$ cat src/rtl/fir_mac_if.sv
// fir_mac_if: loader-side handshake and data bus of the FIR MAC engine
interface fir_mac_if #(parameter int DATA_W = 16) ();
  logic              clear;
  logic              load_coeff;
  logic [1:0]        coefficient_num;
  logic [DATA_W-1:0] coeff_value;
  logic              data_ready;
  logic [DATA_W-1:0] sample_data;
  logic              modwait;
  logic [DATA_W-1:0] fir_out;
  logic              data_out_valid;
  logic              err;
  modport master (
    output clear, load_coeff, coefficient_num, coeff_value, data_ready, sample_data,
    input  modwait, fir_out, data_out_valid, err
  );
  modport slave (
    input  clear, load_coeff, coefficient_num, coeff_value, data_ready, sample_data,
    output modwait, fir_out, data_out_valid, err
  );
endinterface

$ cat src/rtl/fir_mac_engine.sv
// fir_mac_engine: 4-tap alternating-sign FIR with one shared multiply-accumulate
module fir_mac_engine #(
  parameter int DATA_W = 16
) (
  input logic      clk,
  input logic      n_reset,
  fir_mac_if.slave bus
);
  localparam int P = 2 * DATA_W;
  typedef enum logic [1:0] {IDLE, MAC, DONE} state_t;
  state_t              state, state_n;
  logic [DATA_W-1:0]   coeff [4];
  logic [DATA_W-1:0]   s [4];
  logic signed [P+1:0] acc, acc_n, prod_x;
  logic [P-1:0]        prod;
  logic [1:0]          tap;
  logic                load_pending, accept, drop, neg, ovf;
  logic [DATA_W-1:0]   res;
  assign accept = state == IDLE && bus.data_ready && !bus.load_coeff && !load_pending && !bus.clear;
  assign drop   = bus.data_ready && !accept && !bus.clear;
  assign prod   = P'(s[tap]) * P'(coeff[tap]);
  assign prod_x = {2'b00, prod};
  assign acc_n  = tap[0] ? acc - prod_x : acc + prod_x;
  assign neg    = acc[P+1];
  assign ovf    = |acc[P+1:P-1];
  assign res    = neg ? '0 : ovf ? '1 : acc[P-2:DATA_W-1];
  // state register
  always_ff @(posedge clk)
    state <= n_reset ? IDLE : state_n;
  // next-state: clear aborts, MAC runs four taps, DONE lasts one cycle
  always_comb
    state_n = bus.clear ? IDLE :
              state == IDLE ? (accept ? MAC : IDLE) :
              state == MAC  ? (tap == 2'd3 ? DONE : MAC) : IDLE;
  // busy indication back to the loader, purely from registers
  always_comb
    bus.modwait = state != IDLE || load_pending;
  // coefficients, sample history, accumulator and registered outputs
  always_ff @(posedge clk) begin
    if (n_reset) begin
      coeff              <= '{default: '0};
      s                  <= '{default: '0};
      acc                <= '0;
      tap                <= '0;
      bus.fir_out        <= '0;
      bus.data_out_valid <= 1'b0;
      bus.err            <= 1'b0;
      load_pending       <= 1'b0;
    end else begin
      load_pending       <= bus.load_coeff;
      bus.data_out_valid <= !bus.clear && state == DONE;
      if (bus.load_coeff) coeff[bus.coefficient_num] <= bus.coeff_value;
      if (bus.clear) begin
        s           <= '{default: '0};
        acc         <= '0;
        bus.fir_out <= '0;
        bus.err     <= 1'b0;
      end else begin
        if (accept) begin
          s   <= '{bus.sample_data, s[0], s[1], s[2]};
          acc <= '0;
          tap <= '0;
        end
        if (state == MAC) begin
          acc <= acc_n;
          tap <= tap + 2'd1;
        end
        if (state == DONE) begin
          bus.fir_out <= res;
          bus.err     <= neg || ovf || drop;
        end else if (drop) bus.err <= 1'b1;
      end
    end
  end
endmodule

$ cat src/flat_wrapper.sv
// flat-port wrapper written by rule: the top's interface ports become plain ports
module fir_mac_engine_flat 
#(
  parameter int DATA_W = 16
)
  (clk, n_reset, bus_clear, bus_load_coeff, bus_coefficient_num, bus_coeff_value, bus_data_ready, bus_sample_data, bus_modwait, bus_fir_out, bus_data_out_valid, bus_err);
  fir_mac_if #(.DATA_W(DATA_W)) bus_i ();
  input logic clk;
  input logic n_reset;
  input wire logic [$bits(bus_i.clear)-1:0] bus_clear;
  input wire logic [$bits(bus_i.load_coeff)-1:0] bus_load_coeff;
  input wire logic [$bits(bus_i.coefficient_num)-1:0] bus_coefficient_num;
  input wire logic [$bits(bus_i.coeff_value)-1:0] bus_coeff_value;
  input wire logic [$bits(bus_i.data_ready)-1:0] bus_data_ready;
  input wire logic [$bits(bus_i.sample_data)-1:0] bus_sample_data;
  output wire logic [$bits(bus_i.modwait)-1:0] bus_modwait;
  output wire logic [$bits(bus_i.fir_out)-1:0] bus_fir_out;
  output wire logic [$bits(bus_i.data_out_valid)-1:0] bus_data_out_valid;
  output wire logic [$bits(bus_i.err)-1:0] bus_err;
  assign bus_i.clear = bus_clear;
  assign bus_i.load_coeff = bus_load_coeff;
  assign bus_i.coefficient_num = bus_coefficient_num;
  assign bus_i.coeff_value = bus_coeff_value;
  assign bus_i.data_ready = bus_data_ready;
  assign bus_i.sample_data = bus_sample_data;
  assign bus_modwait = bus_i.modwait;
  assign bus_fir_out = bus_i.fir_out;
  assign bus_data_out_valid = bus_i.data_out_valid;
  assign bus_err = bus_i.err;
  fir_mac_engine #(.DATA_W(DATA_W)) u_core (.clk(clk), .n_reset(n_reset), .bus(bus_i));
endmodule
$ cat config.mk
export PLATFORM = sky130hd
export DESIGN_NAME = fir_mac_engine_flat
export DESIGN_NICKNAME = d
export VERILOG_FILES = /design/src/rtl/fir_mac_if.sv /design/src/rtl/fir_mac_engine.sv /design/src/flat_wrapper.sv
export SDC_FILE = /design/constraint.sdc
export NUM_CORES = 1
export LEC_CHECK = 0
export ABC_CLOCK_PERIOD_IN_PS = 15200
export BUFFER_PORTS_ARGS = -buffer_cell sky130_fd_sc_hd__clkbuf_2
export CORE_ASPECT_RATIO = 2
export CORE_UTILIZATION = 46
export DETAILED_ROUTE_END_ITERATION = 10
export GPL_TIMING_DRIVEN = 0
export PLACE_DENSITY = 0.71
export SYNTH_ARGS = -nofsm -noshare
export SYNTH_HDL_FRONTEND = slang
export SYNTH_SLANG_ARGS = --single-unit
export TNS_END_PERCENT = 10
$ cat constraint.sdc
create_clock -name clk -period 15.2 [get_ports clk]
set_input_delay 1.52 -clock clk [delete_from_list [all_inputs] [get_ports clk]]
set_output_delay 1.52 -clock clk [all_outputs]
set_load 0.03 [all_outputs]
==> reports/metrics.cfg <==
[run_status]
status=finished clean

[power_and_ir_drop]
power_switching_uw=373
seqPwrFrac=0.425
power.density_nw_per_um2=59.2
p_int_uw=793
power_frac_clock=0.370
p_leak_nw=8.42
pwr-share-comb=0.205
swShare=0.320
peakVddDrop_v=0.000109

[global_routing]
grt_pass1_vias=16700
grt_max_degree=19
grt_antenna_before_repair=0
grt.total_usage=0.293
gr-total-overflow=0
grt_pass1_wl_mm=88.1

[clocking]
clock_latency_ns=0.47
hold_buffers=0
cts_buffer_depth=2
clkSinkCount=185
root_buffer=clkbuf_16
ctsResizeCount=0
cts_buffers=17
cts_tree=built
cts.repair_timing.setup_buffer_count=0
cts_max_level=4
cts.clk_slew.worst_paths_ns=0.07

[cells_and_area]
fin_nets=2702
mostFrequentLayoutCells=nand2_1 (468), inv_1 (265), a21oi_1 (218)
layoutNonFillerInstCount=2862
drive_gt1_frac=0.0641
syn2layout_area_growth_pct=8.22
finish.utilization=0.508
layout_commonest_cell=nand2_1

[sta]
min_period_ns=12.51
setup_viol=0
fmax_mhz=80.0
period_share=0.823
worst_slew_pin_slew_ns=1.22
slew_headroom=0.179
rsz0062_at_grt=no
finClkSkew_ns=0.0136
final-max-slew-violation-count=0
setup-tns-final_ns=0
hold_viol=0

[placement]
dp_hpwl_mm=46.8
gp_congestion=1.05
place_inst=2829
port_buffers=54

[worst_setup_path]
worstPathArrival_ns=12.90
slowest_delay_ns=0.91
start_kind=flop
crit_type=flop to flop
r2r-end=u_core.acc[33]
cp.buffers_inverters=8
slowest_stage=o21ai_0
cp_num_cells=38
crit_path_start=u_core.tap[0]
cp-end-kind=flop
crit_top_cell=fa_1
reg2reg_slack_ns=2.69
rr_worst_depth=38
r2r-start=u_core.tap[0]
crit_family=adder cells
endpoint=u_core.acc[33]
worst-path-max-fanout=10
worstPathRequired_ns=15.60

[routing]
drc_errors=0
routedWlPerCell_um=20.1
dr_total_vias=16000
routed_wl_mm=57.5
antenna_left=0
drt_iter0_markers=837
dr.pass1.iters=5
viasPerCell=5.60

[floorplan]
die-area_um2=40400
rows=102
io_pins=58
core_um2=38800
initial_core_util=0.469
die_h_um=283
dieWidth_um=143

[yosys]
ys_seq_elements=185
synthArstFlopShare=0
syn_area_per_cell_um2=8.08
ys.flop_type=dfxtp_1
yosysSeqAreaShare=0.203
synth_nets=2627
mappedNetlistArea_um2=18200
synth_edf_count=0
ys_warn_count=0
ys_types=78
postSynthCellCount=2254

[hold_path]
hold_path.class=flop to flop

[job]
cap_violations=0

[stage by stage]
| step | setup slack (ns) | total power, mW | hold WS (ns) | instance area [um^2] |
|---|---|---|---|---|
| floorplan | 5.37 | 0.672 | 0.433 | 18200 |
| global placement | 2.88 | 0.734 | 0.439 | 19100 |
| detailed placement | 2.70 | 0.739 | 0.445 | 19100 |
| CTS | 2.63 | 1.16 | 0.455 | 19700 |
| global route | 2.06 | 1.21 | 0.475 | 19700 |
| finish | 2.69 | 1.17 | 0.451 | 19700 |
[per-layer routing]
metal / track usage / vias to the layer above / share of wire
li1: - / 7447 / -
met1: 0.271 / 7778 / 0.32
met5: 0 / - / 0
met3: 0.0417 / 229 / 0.045
met4: 0.267 / 0 / 0.092
met2: 0.540 / 566 / 0.54
[Yosys cell counts, drive strengths merged, types with 3 or more instances]
library cell  instances  area, um^2
mux4                 19         428
o21bai                6        45.0
or2                   5        31.3
o41ai                 4        50.1
o21a                 18         135
a21o                 27         203
fa                  195        3900
buf                  17        75.1
mux2                 15         169
nand3b                7        52.6
o31ai                 6        50.1
a21oi               220        1110
nor2b                13        81.3
and3                 12        76.3
ha                  139        1740
a2111oi               3        63.8
xor2                 27         236
a31oi                13        81.3
nand3                38         190
nand2b               17         106
a41oi                 4        42.6
and2                 39         244
o21ai                53         273
o22ai                 5        31.3
nor2                176         663
or3                  12        75.1
clkbuf               93         349
xnor2                51         447
dfxtp               185        3700
nor3b                 3        27.5
a211oi               12        95.1
nand2               468        1760
nor3                 32         165
a221oi                3        32.5
mux2i                15         150
o211ai                4        35.0
inv                 265         995
nand4                 4        25.0
[how the worst min path moves through the flow]
stage / cells past startpoint / start / end / slack (ns)
5_1_grt: 2 / u_core.s[6] / u_core.s[6] / 0.47
4_1_cts: 2 / u_core.coeff[61] / u_core.coeff[61] / 0.46
3_3_place_gp: 2 / u_core.s[9] / u_core.s[9] / 0.44
2_1_floorplan: 2 / u_core.coeff[32] / u_core.coeff[32] / 0.43
6_report: 2 / u_core.coeff[1] / u_core.coeff[1] / 0.45
3_5_place_dp: 2 / u_core.coeff[61] / u_core.coeff[61] / 0.45
[registers in the layout (all words and copies together), names as in the netlist]
| signal | cells |
|---|---|
| u_core.acc | 34 |
| u_core.bus.data_out_valid | 1 |
| u_core.bus.err | 1 |
| u_core.bus.fir_out | 16 |
| u_core.coeff | 64 |
| u_core.load_pending | 1 |
| u_core.s | 64 |
| u_core.state | 2 |
| u_core.tap | 2 |
[cells by family after synthesis]
family	share of synthesized area
simple gates	0.197
mux	0.0410
xor+xnor	0.0375
buf+inv	0.0782
compound gates	0.133
fa+ha+maj	0.310
flops	0.203
[power groups by stage]
| stage | Clock [mW] | Sequential, mW | Combinational (mW) |
|---|---|---|---|
| global route | 0.450 | 0.496 | 0.260 |
| global placement | 0 | 0.506 | 0.228 |
| finish | 0.431 | 0.495 | 0.239 |
| CTS | 0.433 | 0.495 | 0.234 |
| floorplan | 0 | 0.506 | 0.166 |
| detailed placement | 0 | 0.507 | 0.232 |
[final cells by class]
| cell class | count | area, um^2 |
|---|---|---|
| timing repair buffer | 56 | 285 |
| multi-input combinational | 1693 | 13100 |
| buffer | 110 | 424 |
| fill | 3771 | 19100 |
| clock inverter | 14 | 133 |
| inverter | 266 | 998 |
| clock buffer | 17 | 425 |
| tap | 520 | 651 |
| antenna | 1 | 2.50 |
| sequential | 185 | 3700 |
[worst register-to-register path: cells and delay by family, from the launching register on]
family                     cells  cell delay, ns
xor gates and xnor gates       2            0.65
AOI/OAI and AO/OA              9            3.04
and+or+nand+nor               10            2.37
adders and majority gates      8            3.72
DFF                            1            0.33
buffers and inverters          8            1.92
muxes                          1            0.41
Power figures use the tool's default switching activity.
